==> config.mk <==
export PLATFORM = sky130hd
export DESIGN_NAME = score_keeper
export DESIGN_NICKNAME = d
export VERILOG_FILES = /design/src/rtl/score_keeper.sv
export SDC_FILE = /design/constraint.sdc
export NUM_CORES = 1
export LEC_CHECK = 0
export CAP_MARGIN = 20
export CORE_UTILIZATION = 51
export CTS_BUF_LIST = sky130_fd_sc_hd__clkbuf_16
export DETAILED_ROUTE_END_ITERATION = 10
export GPL_ROUTABILITY_DRIVEN = 0
export HOLD_SLACK_MARGIN = 0.12
export PLACE_DENSITY = 0.88
export SLEW_MARGIN = 30
export SYNTH_ARGS = -nofsm -noshare
export SYNTH_HDL_FRONTEND = slang
export SYNTH_SLANG_ARGS = --single-unit
==> constraint.sdc <==
create_clock -name clk2 -period 3.2 [get_ports clk2]
set_clock_uncertainty 0.15 [all_clocks]
set_input_delay 0.64 -clock clk2 [delete_from_list [all_inputs] [get_ports clk2]]
set_output_delay 0.64 -clock clk2 [all_outputs]
set_load 0.05 [all_outputs]
==> src/rtl/score_keeper.sv <==
// score_keeper: dino-runner game FSM with score/level/step generation and score display mux.
// SCORE_HISCORE_EN builds high-score tracking, new_hi and the game-over score/high-score alternation.
module score_keeper #(
    parameter int TICK_DIV   = 25,
    parameter int SCORE_MAX  = 6399,
    parameter int LEVEL_STEP = 100,
    parameter int LEVEL_MAX  = 7,
    parameter int STEP_BASE  = 16,
    parameter int STEP_DEC   = 2,
    parameter int ALT_PERIOD = 64
) (
    input  logic        clk2,
    input  logic        reset,
    input  logic        start,
    input  logic        hit,
    input  logic        pause,
    output logic [12:0] score_disp,
    output logic [12:0] score,
    output logic [12:0] hi_score,
    output logic [2:0]  level,
    output logic        step,
    output logic        running,
    output logic        game_over,
    output logic        new_hi
);
    localparam int TW = $clog2(TICK_DIV + 1);
    localparam int LW = $clog2(LEVEL_STEP + 1);
    localparam int SW = $clog2(STEP_BASE + 1);
    typedef enum logic [1:0] {IDLE, RUN, PAUSED, OVER} state_t;
    state_t state, state_nx;
    logic [TW-1:0] tick_cnt;
    logic [LW-1:0] lvl_cnt;
    logic [SW-1:0] step_cnt, step_per, step_len;
    logic [12:0] score_nx;
    logic tick_w, step_w, lvl_w, score_sat, fresh, adv;
    always_comb begin
        state_nx = state;
        case (state)
            IDLE:    state_nx = start ? RUN : IDLE;
            RUN:     state_nx = hit ? OVER : pause ? PAUSED : RUN;
            PAUSED:  state_nx = pause ? PAUSED : RUN;
            OVER:    state_nx = start ? RUN : OVER;
            default: state_nx = IDLE;
        endcase
    end
    always_comb begin
        tick_w    = tick_cnt == TW'(TICK_DIV - 1);
        step_w    = step_cnt == step_per - SW'(1);
        lvl_w     = lvl_cnt == LW'(LEVEL_STEP - 1);
        score_sat = score == 13'(SCORE_MAX);
        score_nx  = score + 13'(tick_w && !score_sat);
        step_len  = SW'(STEP_BASE - int'(level) * STEP_DEC);
        fresh     = (state == IDLE || state == OVER) && start;
        adv       = state == RUN && !hit && !pause;
    end
`ifdef SCORE_HISCORE_EN
    localparam int AW = $clog2(2 * ALT_PERIOD + 1);
    logic [AW-1:0] alt_cnt, alt_nx;
    always_comb alt_nx = (alt_cnt == AW'(2 * ALT_PERIOD - 1)) ? '0 : alt_cnt + 1'b1;
    always_ff @(posedge clk2) begin
        if (reset) begin
            hi_score <= '0;
            new_hi   <= 1'b0;
            alt_cnt  <= '0;
        end else if (fresh) begin
            new_hi <= 1'b0;
        end else if (state == RUN && hit) begin
            hi_score <= (score > hi_score) ? score : hi_score;
            new_hi   <= score > hi_score;
            alt_cnt  <= '0;
        end else if (state == OVER) begin
            alt_cnt <= alt_nx;
        end
    end
`else
    assign hi_score = '0;
    assign new_hi   = 1'b0;
`endif
    always_ff @(posedge clk2) begin
        if (reset) begin
            state      <= IDLE;
            score      <= '0;
            score_disp <= '0;
            level      <= '0;
            tick_cnt   <= '0;
            step_cnt   <= '0;
            lvl_cnt    <= '0;
            step_per   <= SW'(STEP_BASE);
            step       <= 1'b0;
            running    <= 1'b0;
            game_over  <= 1'b0;
        end else begin
            state     <= state_nx;
            running   <= state_nx == RUN;
            game_over <= state_nx == OVER;
            step      <= adv && step_w;
            if (fresh) begin
                score      <= '0;
                score_disp <= '0;
                level      <= '0;
                tick_cnt   <= '0;
                step_cnt   <= '0;
                lvl_cnt    <= '0;
                step_per   <= SW'(STEP_BASE);
            end else if (adv) begin
                tick_cnt   <= tick_w ? '0 : tick_cnt + 1'b1;
                step_cnt   <= step_w ? '0 : step_cnt + 1'b1;
                score      <= score_nx;
                score_disp <= score_nx;
                // new level's period is only picked up at a step wrap
                if (step_w) step_per <= step_len;
                if (tick_w && !score_sat) begin
                    lvl_cnt <= lvl_w ? '0 : lvl_cnt + 1'b1;
                    if (lvl_w && level != 3'(LEVEL_MAX)) level <= level + 1'b1;
                end
            end
`ifdef SCORE_HISCORE_EN
            else if (state == IDLE) score_disp <= hi_score;
            else if (state == OVER) score_disp <= (alt_nx < AW'(ALT_PERIOD)) ? score : hi_score;
`endif
        end
    end
endmodule

==> reports/metrics.csv <==
stage,metric,value,unit
clock_network,cts_tree,yes,
synthesis,synth_largest_area_cell,dfxtp_1,
timing,max_freq,359,MHz
die,ioPinCount,51,
critical_path,rr_worst_depth,9,
final_layout,final_util,0.633,
route,drt-pass1-iter-count,7,
timing,max_slew_margin,0.597,
final_layout,stdcell_area,0.00281,mm2
clock_network,clock_path_buffers,2,
placement,placed_cells,338,
final_layout,layout_common_cells,"42 x dfxtp_1, 36 x clkdlybuf4s50_1, 25 x nor2_1",
route,vias_per_cell,5.48,
route,wl,4780,um
power,p_leak,1.03,nW
global_routing,grt_max_degree,16,
timing,finalSetupTns,0,ns
clock_network,clk_latency,0.28,ns
route,ant_nets,0,
synthesis,ys_seq_area_frac,0.351,
route,wl_per_cell,13.8,um
clock_network,cts-resized-gates,0,
synthesis,avgSynthCellArea,8.91,um2
synthesis,yosysUniqueCellTypes,46,
final_layout,diodes,0,
clock_network,cts_buffers,5,
die,die_x,70.5,um
clock_network,path_clk_slew,0.06,ns
clock_network,cts_root_buf,clkbuf_16,
synthesis,yosys_warnings,0,
power,p_per_area,424,mW/mm2
critical_path,critPathRequiredTime,3.27,ns
global_routing,grtUsageTotal,0.196,
final_layout,multi_input_area,0.00132,mm2
worst_hold_path,hold_path_class,flop to flop,
die,start_util,0.539,
critical_path,cpPeakStageDelay,0.47,ns
clock_network,cts_num_sinks,42,
final_layout,nFillCells,336,
global_routing,overflow,0,
final_layout,seqCellArea,841,um2
synthesis,ys_ff_latch,42,
placement,port-buffer-count,36,
die,core-area,0.00444,mm2
synthesis,netlist_area,0.00240,mm2
run_status,violations,DRC,
run_status,status,finished with violations,
timing,finalCriticalPeriod,2.79,ns
placement,place_ws,0.441,ns
timing,setup_ws,0.411,ns
die,rows,24,
timing,tightest_slew,0.605,ns
final_layout,fin_nets,312,
die,die_h,70.5,um
worst_hold_path,holdPathStages,2,
placement,placement.cell_area,0.00265,mm2
timing,hold_ws,0.341,ns
critical_path,endpoint_kind,flop,
final_layout,layout_commonest_cell,dfxtp_1,
synthesis,async_flop_share,0,
placement,place_hpwl,3360,um
clock_network,cts_setup_buffers,0,
global_routing,grt_pass1_wl,7660,um
timing,setup_viol,0,
global_routing,grt_pass1_vias,1767,
critical_path,crit_type,flop to flop,
timing,hold_viol_final,0,
critical_path,worstPathArrival,2.86,ns
timing,period_share,0.871,
global_routing,antenna_found_initial,0,
synthesis,synth_edf_count,0,
clock_network,holdBufCountCts,0,
final_layout,drive_above_1_share,0.0646,
synthesis,synth_area_leaders,"dfxtp_1 35%, buf_4 8.8%, ha_1 7.3%",
synthesis,yosys.area.top_type_share,0.351,
critical_path,start_kind,flop,
flow_run,cap_violations,0,
power,ir_drop,0.324,mV
critical_path,crit_slowest_cell,or4_1,
power,finalPower,1.19,mW
synthesis,syn_inst,269,
route,vias,1897,
final_layout,instances_no_fill,346,
die,die-area,0.00498,mm2
critical_path,path_max_fanout,10,
clock_network,htreeDepth,2,
timing,drv_slew,0,
route,drc,4,
final_layout,syn_to_final_growth,17.4,%
synthesis,synthFlopType,dfxtp_1,
critical_path,crit_chain,"and4b_1, and4_1, nor2_1, ha_1, ha_1, nand4bb_4, or2_4, or4_1, a21oi_1",
route,drt_iter0_drc,129,
timing,rsz0062_at_grt,no,
critical_path,cpMostUsedCell,ha_1,
sequential cells by signal, indices dropped and copies added (netlist names):
register	cells
game_over	1
level	3
lvl_cnt	7
running	1
score	13
state	2
step	1
step_cnt	5
step_per	4
tick_cnt	5
cells in the mapped netlist, drive strengths merged (3+ instances only):
master / n
dfxtp: 42
buf: 31
nor2: 25
nand2: 21
xor2: 15
ha: 14
inv: 12
nor3: 12
nand3: 11
a21oi: 10
mux2i: 8
nand4: 7
o21ai: 7
xnor2: 7
clkbuf: 4
and4: 3
o2bb2ai: 3
or2: 3
cell families after synthesis:
kind of cell,share of synthesized area
adder cells (fa/ha/maj),0.0731
AND/OR/NAND/NOR,0.241
XOR/XNOR,0.0898
flip-flops,0.351
buffers and inverters,0.122
multiplexers,0.0381
other,0.00157
AO/OA/AOI/OAI,0.0836
where the power goes:
part / total, mW / internal (mW) / switching (mW)
Sequential: 0.529 / 0.527 / 0.00264
Combinational: 0.101 / 0.0242 / 0.0769
Clock: 0.561 / 0.362 / 0.199
worst paths after layout:
| kind | startpoint | end | slack, ns |
|---|---|---|---|
| worst max-delay path | score[8] | score[12] | 0.41 |
| worst min-delay path | step_per[2] | step_per[2] | 0.34 |
| worst max register to register | score[8] | score[12] | 0.41 |
| worst min register to register | step_per[2] | step_per[2] | 0.34 |
routing by layer:
| layer | share of wire | routed length (um) | global-route usage |
|---|---|---|---|
| met1 | 0.43 | 2030 | 0.224 |
| met2 | 0.50 | 2380 | 0.344 |
| met3 | 0.037 | 177 | 0.0299 |
| met4 | 0.037 | 179 | 0.127 |
| met5 | 0 | 0 | 0 |
area by class of cell:
type,instances,area share
Clock buffer,5,0.0445
Clock inverter,3,0.0133
Inverter,12,0.0160
Multi-Input combinational cell,193,0.468
Sequential cell,42,0.299
Tap cell,52,0.0231
Timing Repair Buffer,39,0.136
critical path, delay by kind of cell (launching register included):
| kind | cells | cell delay (ns) |
|---|---|---|
| compound gates | 1 | 0.14 |
| fa+ha+maj | 2 | 0.39 |
| flops | 1 | 0.45 |
| simple gates | 6 | 1.59 |
Note: power is estimated with default switching activity, not from simulation.
